===== config.mk =====
export PLATFORM = sky130hd
export DESIGN_NAME = comb_engine
export DESIGN_NICKNAME = d
export VERILOG_FILES = /design/src/rtl/comb_pkg.sv /design/src/rtl/comb_stack.sv /design/src/rtl/comb_engine.sv
export SDC_FILE = /design/constraint.sdc
export NUM_CORES = 1
export LEC_CHECK = 0
export ABC_AREA = 1
export BUFFER_PORTS_ARGS = -buffer_cell sky130_fd_sc_hd__buf_2
export CAP_MARGIN = 20
export CELL_PAD_IN_SITES_DETAIL_PLACEMENT = 1
export CELL_PAD_IN_SITES_GLOBAL_PLACEMENT = 1
export CORE_MARGIN = 4
export CORE_UTILIZATION = 51
export DETAILED_ROUTE_END_ITERATION = 7
export PLACE_DENSITY_LB_ADDON = 0.1
export SLEW_MARGIN = 20
export SYNTH_ARGS = -nofsm -noshare
export SYNTH_HDL_FRONTEND = slang
export SYNTH_HIERARCHICAL = 1
export SYNTH_SLANG_ARGS = --single-unit

===== constraint.sdc =====
create_clock -name clk -period 9.6 [get_ports clk]
set_clock_uncertainty 0.2 [all_clocks]
set_input_delay 1.92 -clock clk [delete_from_list [all_inputs] [get_ports clk]]
set_output_delay 1.92 -clock clk [all_outputs]
set_load 0.01 [all_outputs]

===== src/rtl/comb_pkg.sv =====
// Shared types for the comb_engine combination calculator: controller states
// and the stack sizing rule used for the elaboration-time DEPTH check.
package comb_pkg;

  typedef enum logic [1:0] {
    IDLE = 2'd0,
    RUN  = 2'd1,
    FIN  = 2'd2
  } state_t;

  // Symmetry reduction bounds occupancy by n+1, so 2**NW entries always suffice.
  localparam int unsigned DEPTH_RADIX = 2;

  function automatic bit depth_ok(input int unsigned depth, input int unsigned nw);
    return depth >= (DEPTH_RADIX ** nw);
  endfunction

endpackage


===== src/rtl/comb_stack.sv =====
// LIFO of (n, m) recursion nodes: load one entry, pop, or replace the top and
// push a second entry in the same cycle. Only the stack pointer is reset.
module comb_stack
  import comb_pkg::*;
#(
  parameter int NW    = 4,
  parameter int DEPTH = 16,
  localparam int EW   = 2 * NW,
  localparam int AW   = (DEPTH > 1) ? $clog2(DEPTH) : 1,
  localparam int CW   = $clog2(DEPTH + 1)
) (
  input  logic          clk,
  input  logic          rst,
  input  logic          load,
  input  logic [EW-1:0] load_entry,
  input  logic          pop,
  input  logic          split,
  input  logic [EW-1:0] split_lo,
  input  logic [EW-1:0] split_hi,
  output logic [EW-1:0] top,
  output logic [CW-1:0] count,
  output logic          empty
);

  logic [EW-1:0] mem_r [DEPTH];
  logic [CW-1:0] sp_r;
  logic [AW-1:0] top_idx_s;
  logic [AW-1:0] push_idx_s;

  // Address of the current top and of the slot just above it.
  always_comb begin
    push_idx_s = sp_r[AW-1:0];
    top_idx_s  = sp_r[AW-1:0] - AW'(1);
  end

  // Entry storage; a split rewrites the top in place and stacks its sibling.
  always_ff @(posedge clk) begin
    if (load) begin
      mem_r[0] <= load_entry;
    end else if (split) begin
      mem_r[top_idx_s]  <= split_lo;
      mem_r[push_idx_s] <= split_hi;
    end
  end

  // Stack pointer: load sets one entry, split nets +1, pop -1.
  always_ff @(posedge clk or negedge rst) begin
    if (!rst) begin
      sp_r <= {CW{1'b0}};
    end else if (load) begin
      sp_r <= CW'(1);
    end else if (split) begin
      sp_r <= sp_r + CW'(1);
    end else if (pop) begin
      sp_r <= sp_r - CW'(1);
    end
  end

  assign top   = mem_r[top_idx_s];
  assign count = sp_r;
  assign empty = (sp_r == {CW{1'b0}});

endmodule


===== src/rtl/comb_engine.sv =====
// C(n,m) coprocessor: depth-first binomial recursion over comb_stack, one node per cycle.
// Define COMB_SAT_EN to clamp the accumulator at all-ones on overflow instead of wrapping.
module comb_engine
  import comb_pkg::*;
#(
  parameter int NW    = 4,
  parameter int OW    = 13,
  parameter int DEPTH = 2 ** NW
) (
  input  logic          clk,
  input  logic          rst,
  input  logic          start,
  input  logic [NW-1:0] n,
  input  logic [NW-1:0] m,
  output logic          busy,
  output logic          done,
  output logic [OW-1:0] out_,
  output logic          err,
  output logic          ovf
);

  localparam int CW = $clog2(DEPTH + 1);

  typedef struct packed {
    logic [NW-1:0] n;
    logic [NW-1:0] m;
  } entry_t;

  if (!depth_ok(DEPTH, NW)) begin : g_depth_check
    $error("comb_engine: DEPTH must be at least 2**NW");
  end

  state_t        state_r;
  logic [OW-1:0] acc_r;
  logic          err_r;
  logic          ovf_r;
  logic          busy_r;
  logic          done_r;

  entry_t        top_s;
  entry_t        load_entry_s;
  entry_t        split_lo_s;
  entry_t        split_hi_s;
  logic [CW-1:0] count_s;
  logic          empty_s;
  logic [NW-1:0] n_minus_m_s;
  logic [NW-1:0] m_red_s;
  logic          bad_arg_s;
  logic          base_s;
  logic          last_s;
  logic          load_s;
  logic          pop_s;
  logic          split_s;
  logic [OW:0]   acc_sum_s;

  // Argument reduction, node classification and stack control for this cycle.
  always_comb begin
    n_minus_m_s  = n - m;
    bad_arg_s    = (m > n);
    m_red_s      = (n_minus_m_s < m) ? n_minus_m_s : m;
    load_entry_s = {n, m_red_s};
    base_s       = (top_s.m == {NW{1'b0}}) || (top_s.m == top_s.n);
    last_s       = base_s && (count_s == CW'(1));
    load_s       = (state_r == IDLE) && start && !bad_arg_s;
    pop_s        = (state_r == RUN) && !empty_s && base_s;
    split_s      = (state_r == RUN) && !empty_s && !base_s;
    split_lo_s   = {top_s.n - NW'(1), top_s.m};
    split_hi_s   = {top_s.n - NW'(1), top_s.m - NW'(1)};
    acc_sum_s    = {1'b0, acc_r} + (OW + 1)'(1);
  end

  comb_stack #(
    .NW    (NW),
    .DEPTH (DEPTH)
  ) u_stack (
    .clk        (clk),
    .rst        (rst),
    .load       (load_s),
    .load_entry (load_entry_s),
    .pop        (pop_s),
    .split      (split_s),
    .split_lo   (split_lo_s),
    .split_hi   (split_hi_s),
    .top        (top_s),
    .count      (count_s),
    .empty      (empty_s)
  );

  // Controller, accumulator and status registers.
  always_ff @(posedge clk or negedge rst) begin
    if (!rst) begin
      state_r <= IDLE;
      acc_r   <= {OW{1'b0}};
      err_r   <= 1'b0;
      ovf_r   <= 1'b0;
      busy_r  <= 1'b0;
      done_r  <= 1'b0;
    end else begin
      case (state_r)
        IDLE: begin
          if (start) begin
            acc_r  <= {OW{1'b0}};
            err_r  <= bad_arg_s;
            ovf_r  <= 1'b0;
            busy_r <= 1'b1;
            if (bad_arg_s) begin
              state_r <= FIN;
              done_r  <= 1'b1;
            end else begin
              state_r <= RUN;
              done_r  <= 1'b0;
            end
          end
        end
        RUN: begin
          if (pop_s) begin
`ifdef COMB_SAT_EN
            if (acc_sum_s[OW]) begin
              acc_r <= {OW{1'b1}};
            end else begin
              acc_r <= acc_sum_s[OW-1:0];
            end
`else
            acc_r <= acc_sum_s[OW-1:0];
`endif
            ovf_r <= ovf_r | acc_sum_s[OW];
            if (last_s) begin
              state_r <= FIN;
              done_r  <= 1'b1;
            end
          end
        end
        FIN: begin
          state_r <= IDLE;
          done_r  <= 1'b0;
          busy_r  <= 1'b0;
        end
        default: begin
          state_r <= IDLE;
          done_r  <= 1'b0;
          busy_r  <= 1'b0;
        end
      endcase
    end
  end

  assign busy = busy_r;
  assign done = done_r;
  assign out_ = acc_r;
  assign err  = err_r;
  assign ovf  = ovf_r;

endmodule


After elaboration in Yosys (flattened, before gate mapping):

Memories as Yosys holds them, arrays and structs flattened.
Index checks and enable logic that the tools add are counted.

* order comparisons: 2
* equality and inequality tests: 6
* bitwise logic cells: 2
* $add $sub $neg: 7
* reductions and logical operators: 20
* multiplexer cells: 30

Operators with widths (number)
* 13-bit 2-to-1 mux: 2
* 13-bit case mux with 2 select lines: 1
* 5-bit 2-to-1 mux: 3
* 13-bit by 1-bit adder with 14-bit output, second input constant: 1
* 1-bit 2-to-1 mux: 13
* 4-bit by 1-bit subtractor with 4-bit output, second input constant: 3
* 2-bit 2-to-1 mux: 4
* 4-bit 2-to-1 mux: 2
* 8-bit 2-to-1 mux: 1
* 8-bit OR reduction: 1
* 1-bit logical AND: 6
* 2-bit != test, second input constant: 3
* 1-bit case mux with 2 select lines: 3
* 3-bit AND reduction: 2
* 5-bit by 1-bit adder with 5-bit output, second input constant: 1
* 5-bit by 1-bit equality test with 1-bit output, second input constant: 1
* 5-bit zero test: 1
* 5-bit by 1-bit subtractor with 5-bit output, second input constant: 1
* 4-bit equality test: 1
* 4-bit > comparator: 1
* 4-bit zero test: 1
* 4-bit less-than comparator: 1
* 2-bit case mux with 2 select lines: 1
* 2-bit AND reduction: 2
* other kinds (9): 11

* RAM bits: 128
* output and inout port bits: 17
* register bits after elaboration: 24
* bits of input ports: 11
* memories: 1
* logic and storage cells: 75

Memory list
* u_stack.mem_r: depth 16, bits a word 8, read ports 1, clocked after Yosys merged registers in 0, wr ports 2, line comb_stack.sv:25 `logic [EW-1:0] mem_r [DEPTH];`

Logic depth before layout (Yosys ltp):

Gate-level depths: netlist of run 1.
An unclocked memory read counts as a cell.

* word-level depth: 11
* mapped depth: 26
* gate-level depth less buffers: 22

By module:

Netlist of run 1, hierarchy kept.

Modules (own cells, without submodules)
* comb_stack: instances 1, cells an instance 967, area an instance 7861.3 um^2, seq. area each 3968.8 um^2
* comb_engine: instances 1, cells an instance 237, area an instance 1544.0 um^2, seq. area each 450.4 um^2

Worst setup path after synthesis of run 1:

No wires, ideal clock.

* kind: register to register
* start point: register u_stack.sp_r[0], in the netlist u_stack/count[0]
* end point: memory u_stack/mem_r[14][0] (netlist name) (enable)
* buffers on the path: 4
* cell stages (with the launch flop): 23
* library setup time: 374 ps
* clock period less this slack: 4661 ps
* required time: 9026 ps
* arrival time: 4087 ps
* path slack: 4939 ps
* cells stage by stage: dfrtp_1 inv_2 clkbuf_1 ha_1 buf_2 inv_1 buf_1 nand3_1 nand3_1 nand3_1 nand2_1 inv_1 ha_1 nand3_1 nand2_2 nor3_1 inv_2 nor2_4 inv_6 buf_6 nor3_1 inv_1 o21ai_1

RTL lines
* start, declared: line comb_stack.sv:26 `logic [CW-1:0] sp_r;`
* start signal, assigned: line comb_stack.sv:49 `sp_r <= {CW{1'b0}};`
* start signal, assigned: line comb_stack.sv:53 `sp_r <= sp_r + CW'(1);`
* start signal, assigned: line comb_stack.sv:55 `sp_r <= sp_r - CW'(1);`
* end, declared: line comb_stack.sv:25

==> impl_metrics.json, run 1 <==
{
  "mostFrequentLayoutCells": "nand2_1, inv_1, nand3_1",
  "grt_pass1_vias": 8416,
  "first_pass_iters": 5,
  "cts_tree": "built",
  "drive_gt1_share_pct": 8.826,
  "ant_nets": 0,
  "fin_tns_setup_ns": 0,
  "path_max_fanout": 73,
  "cts-root-buf": "clkbuf_16",
  "routabilityCongestion": 0.8893,
  "drc": 0,
  "grt_pass1_wl_um": 46880,
  "synth_edf_count": 128,
  "worst_pin_slew_ns": 1.123,
  "cp_data_arrival_time_ns": 5.84,
  "netlist-cell-type-count": 36,
  "path_class": "flop to flop",
  "report.final.slew_viol_count": 0,
  "max_freq_mhz": 167.2,
  "ys_seq_area_share_pct": 46.99,
  "synth_nets": 1235,
  "viasPerCell": 5.748,
  "cp_cell_sequence": "inv_2 > buf_4 > ha_1 > inv_1 > nand3_1 > nand3_1 > nand3_1 > nand2_1 > nand2_1 > nand2_1 > nor2_1 > nand2_1 > nand2_2 > nor3_1 > inv_2 > nor2_4 > inv_6 > nor2_8 > nand3_2 > o21ai_1",
  "start_util_pct": 52.18,
  "cp_slowest_cell": "inv_1",
  "wl_per_cell_um": 20.83,
  "avgSynthCellArea_um2": 7.812,
  "cts_resized": 0,
  "synth-seq-cells": 151,
  "post-route-period-util_pct": 62.31,
  "die_width_um": 143.8,
  "cpMostUsedCell": "nand2_1",
  "cp_num_buf_inv": 5,
  "clock_latency_ns": 0.44,
  "yosysWarnings": 6,
  "final_common_cell": "nand2_1",
  "syn_inst": 1204,
  "drt_wl_total_um": 29790,
  "grt_overflow": 0,
  "hold_class": "flop to flop",
  "die_area_mm2": 0.02068,
  "fillerInstances": 2268,
  "post-dp-hpwl_um": 18900,
  "relSlewSlack_pct": 25.04,
  "synth_top_area_cell": "edfxtp_1",
  "cp_top_family": "simple AND/OR/NAND/NOR gates",
  "crit_path_start_kind": "flop",
  "die_h_um": 143.8,
  "grt_use_total_pct": 30.09,
  "core_area_mm2": 0.01802,
  "antenna_found_initial": 0,
  "cpPeakStageDelay_ns": 0.82,
  "cts_sinks": 151,
  "post_cts_buffers": 0,
  "fin_crit_ns": 5.981,
  "grt_max_degree": 74,
  "cap_violations": 0,
  "num_vias": 8219,
  "num_rows": 49,
  "synthesis.area_mm2": 0.009405,
  "num_antenna_cells": 0,
  "synthToLayoutAreaGrowth_pct": 7.357,
  "nNetsFinal": 1221,
  "numCtsBuffers": 17,
  "drt_iter0_drc": 639,
  "async_reset_ff_share_pct": 15.23,
  "path_clk_slew_ns": 0.06,
  "status": "finished clean",
  "clk_path_buf_depth": 2,
  "htreeDepth": 4,
  "setup_violations": 0,
  "cts_hold_buf": 0,
  "ys_top_cells_by_area": "edfxtp_1, nand2_1, nand3_1",
  "io_pins": 28,
  "worstPathRequired_ns": 9.46,
  "hold_violations": 0,
  "post-synth-top-area-fraction_pct": 40.87,
  "port_buffers": 27,
  "endpoint_kind": "flop",
  "dominantRegCellSynth": "edfxtp_1",
  "rsz0062_at_grt": "no"
}
## layer usage
layer	share of wire, %	up-vias	global-route usage, %	wire, um
li1	-	3853	-	-
met1	41	4022	37.49	12330
met2	49	261	51.00	14610
met3	5.8	83	5.757	1728
met4	3.8	0	13.38	1118
met5	0	-	0	0
## sequential cells by signal (all words and copies together) (netlist names)
register / count
busy: 1
u_stack/mem_r: 128
u_stack/count: 5
ovf: 1
out_: 13
err: 1
state_r: 2
## cell families (layout without fill, tap and decap cells)
group / count (synthesis) / in the layout / synth area share, %
compound gates: 156 / 156 / 8.354
fa+ha+maj: 20 / 20 / 2.820
buf+inv: 223 / 220 / 10.11
xor+xnor: 13 / 13 / 1.410
simple gates: 641 / 641 / 30.32
flops: 151 / 151 / 46.99
## tightest hold or removal path: stages (launching register included)
cell	delay, ns
dfrtp_1	0.35
nand2_1	0.06
nand2_1	0.06
## final timing paths
| check | startpoint | end | slack [ns] | cells after the start |
|---|---|---|---|---|
| setup / recovery | u_stack/count[0] | u_stack/mem_r[12][0] | 3.62 | 20 |
| hold / removal | busy | busy | 0.29 | 2 |
| setup reg to reg | u_stack/count[0] | u_stack/mem_r[12][0] | 3.62 | 20 |
| hold reg to reg | busy | busy | 0.29 | 2 |
| max in group asynchronous | rst | u_stack/count[0] | 7.54 | 1 |
| min in group asynchronous | rst | out_[8] | 1.26 | 1 |
## through the flow
stage	utilization, %	instance area, um2	cells	setup slack (ns)	hold WS, ns
global placement	52.80	9517	1400	3.944	0.2609
global route	56.02	10100	1430	3.167	0.3209
finish	56.02	10100	1430	3.619	0.2945
detailed placement	52.80	9517	1400	3.767	0.2791
floorplan	-	9405	1204	4.939	0.3133
CTS	55.96	10090	1430	3.744	0.2951
## final cells by class
| class | count | area (um2) | area share [%] |
|---|---|---|---|
| Tap cell | 229 | 286.5 | 2.838 |
| Multi-Input combinational cell | 830 | 4054 | 40.15 |
| Sequential cell | 151 | 4420 | 43.78 |
| Timing Repair Buffer | 31 | 165.2 | 1.636 |
| Clock buffer | 21 | 440.4 | 4.362 |
| Inverter | 159 | 601.8 | 5.960 |
| Clock inverter | 9 | 128.9 | 1.276 |
## Yosys cell counts (6+ instances only)
cell and instances:
edfxtp_1 128, inv_1 152, nand2_4 8, o21ai_0 104
inv_2 6, ha_1 18, dfrtp_1 23, nand2_1 420
buf_2 23, buf_4 11, nor2_1 36, nand2_2 15
clkbuf_1 21, nand3_1 136, a21oi_1 9, xor2_1 10
o21ai_1 41
Power of run 1 is left out: the tool's default activity adds up to more than one toggle a clock period on the data nets, which glitch-free logic cannot reach.
==> inputs of run 2 (changes only) <==
ABC_AREA = 0   (was 1)
CORE_UTILIZATION = 45   (was 51)
clock period = 5.5 ns   (was 9.6 ns; I/O delays follow)
==> run 2 against run 1 <==
Against the previous run: global-route usage down 4.4 points; largest cell class unchanged; fmax up 18%; first-iteration DRC count down 11%; register-to-register slack worse by 3.2 ns; critical endpoint is now u_stack/count[4]; flip-flop and latch count unchanged.
==> impl_metrics.json, run 2 <==
{
  "avgSynthCellArea_um2": 10.51,
  "ys_top_cells_by_area": "edfxtp_1, a21oi_1, dfrtp_1",
  "port_buffers": 27,
  "die_area_mm2": 0.02062,
  "grt_use_total_pct": 25.72,
  "fillerInstances": 1966,
  "ys_seq_area_share_pct": 53.41,
  "post-dp-hpwl_um": 17130,
  "final_common_cell": "nor2_1",
  "drt_iter0_drc": 567,
  "viasPerCell": 6.070,
  "synthesis.area_mm2": 0.008274,
  "nNetsFinal": 863,
  "path_clk_slew_ns": 0.07,
  "fin_tns_setup_ns": 0,
  "cp_data_arrival_time_ns": 5.18,
  "max_freq_mhz": 197.6,
  "multi_input_area_mm2": 0.003528,
  "wl_per_cell_um": 23.69,
  "antenna_found_initial": 0,
  "synth_nets": 818,
  "post-route-period-util_pct": 92.02,
  "largest_register": "u_stack/mem_r",
  "yosysWarnings": 6,
  "die_width_um": 143.6,
  "netlist-cell-type-count": 46,
  "yosys-top-cells-count": "nor2_1, a21oi_1, edfxtp_1, mux2i_1, clkbuf_1",
  "io_pins": 28,
  "report.final.slew_viol_count": 0,
  "num_antenna_cells": 0,
  "drive_gt1_share_pct": 17.51,
  "cts_sinks": 151,
  "rrSetupSlack_ns": 0.44,
  "start_util_pct": 45.90,
  "syn_inst": 787,
  "endpoint_kind": "flop",
  "first_pass_iters": 5,
  "worst_pin_slew_ns": 0.9536,
  "synthToLayoutAreaGrowth_pct": 15.30,
  "mostFrequentLayoutCells": "nor2_1, a21oi_1, edfxtp_1",
  "synth-seq-cells": 151,
  "rsz0062_at_grt": "no",
  "routabilityCongestion": 0.9018,
  "grt_pass1_vias": 6776,
  "worstPathRequired_ns": 5.62,
  "htreeDepth": 4,
  "num_vias": 6519,
  "synth_top_area_cell": "edfxtp_1",
  "synth_most_common_cell": "nor2_1",
  "status": "finished clean",
  "clk_path_buf_depth": 2,
  "cts_tree": "built",
  "fin_crit_ns": 5.061,
  "drc": 0,
  "drt_wl_total_um": 25450,
  "cts-root-buf": "clkbuf_16",
  "grt_max_degree": 29,
  "seq_area_mm2": 0.004419,
  "path_class": "flop to flop",
  "die_h_um": 143.6,
  "grt_overflow": 0,
  "relSlewSlack_pct": 35.97,
  "clock_latency_ns": 0.43,
  "path_max_fanout": 7,
  "ant_nets": 0,
  "post-synth-top-area-fraction_pct": 46.45,
  "cap_violations": 0,
  "synth_edf_count": 128,
  "grt_pass1_wl_um": 39360,
  "crit_path_start_kind": "flop",
  "num_rows": 49,
  "setup_violations": 0,
  "numCtsBuffers": 17,
  "hold_violations": 0,
  "dominantRegCellSynth": "edfxtp_1",
  "core_area_mm2": 0.01802,
  "hold_class": "flop to flop",
  "async_reset_ff_share_pct": 15.23,
  "largest_reg_flops": 128
}
## run 2: cell count changes in the layout (fill, tap and decap cells not counted), moves of 89 or more
cell     before  now
nand2_1     420   30
inv_1       152   18
a21oi_1       9  140
nor2_1       36  148
nand3_1     136   31
o21ai_0     104   15
## run 2: logic make-up after synthesis
logic type / share of synthesized area [%]
AND/OR/NAND/NOR: 12.85
multiplexers: 10.10
flip-flops: 53.41
AO/OA/AOI/OAI: 13.90
adder cells (fa/ha/maj): 3.206
buffers and inverters: 4.113
XOR/XNOR: 2.419
## run 2: final cells by class
type                            instances  area share [%]
Multi-Input combinational cell        555           36.98
Clock buffer                           24           5.731
Timing Repair Buffer                   89           6.426
Inverter                               18          0.7082
Clock inverter                          8          0.8262
Tap cell                              229           3.003
Sequential cell                       151           46.32
## run 2: worst max-delay path: stages, from the launching register on
cell,delay [ns]
dfrtp_1,0.35
inv_1,0.06
ha_1,0.35
xnor2_1,0.52
nand2_1,0.11
a32o_1,0.29
o22ai_1,0.39
inv_1,0.15
ha_1,0.25
or3b_1,0.18
o41ai_2,0.07
nor3_1,0.25
buf_4,0.20
inv_1,0.11
fa_1,0.48
a21o_1,0.20
a21oi_1,0.20
mux2i_1,0.24
mux2_2,0.35
## run 2: path summary, 6_finish.rpt
check                                 start  cells after the start                to
max                        u_stack/count[0]                     18  u_stack/count[4]
min                                     ovf                      2               ovf
max reg2reg                u_stack/count[0]                     18  u_stack/count[4]
min reg2reg                             ovf                      2               ovf
max in group asynchronous               rst                      1           out_[1]
min in group asynchronous               rst                      1           out_[0]
## run 2: metal layers
metal	vias to the layer above	routed length [um]	global-route usage, %	part of all wire [%]
met3	47	1787	5.424	7.0
li1	2948	-	-	-
met5	-	0	0	0
met4	0	550	7.780	2.2
met2	202	12560	42.85	49
met1	3322	10550	34.05	41
## run 2: stage by stage
stage | utilization [%] | area, um2 | instances | hold WS [ns] | setup slack (ns)
2_1_floorplan | - | 8274 | 787 | 0.3147 | 0.2228
3_3_place_gp | 49.14 | 8857 | 1036 | 0.2621 | 0.5374
3_5_place_dp | 49.14 | 8857 | 1036 | 0.2603 | 0.09633
4_1_cts | 52.61 | 9483 | 1068 | 0.2756 | 0.05461
5_1_grt | 52.93 | 9540 | 1074 | 0.3292 | 0.07880
6_report | 52.93 | 9540 | 1074 | 0.2690 | 0.4392
## run 2: repair_timing
action	in CTS	in global routing
hold buffers	0	0
buffers inserted	0	6
endpoints found under the setup margin	0	1
gates resized for setup	0	0
Power of run 2 is left out for the same reason.
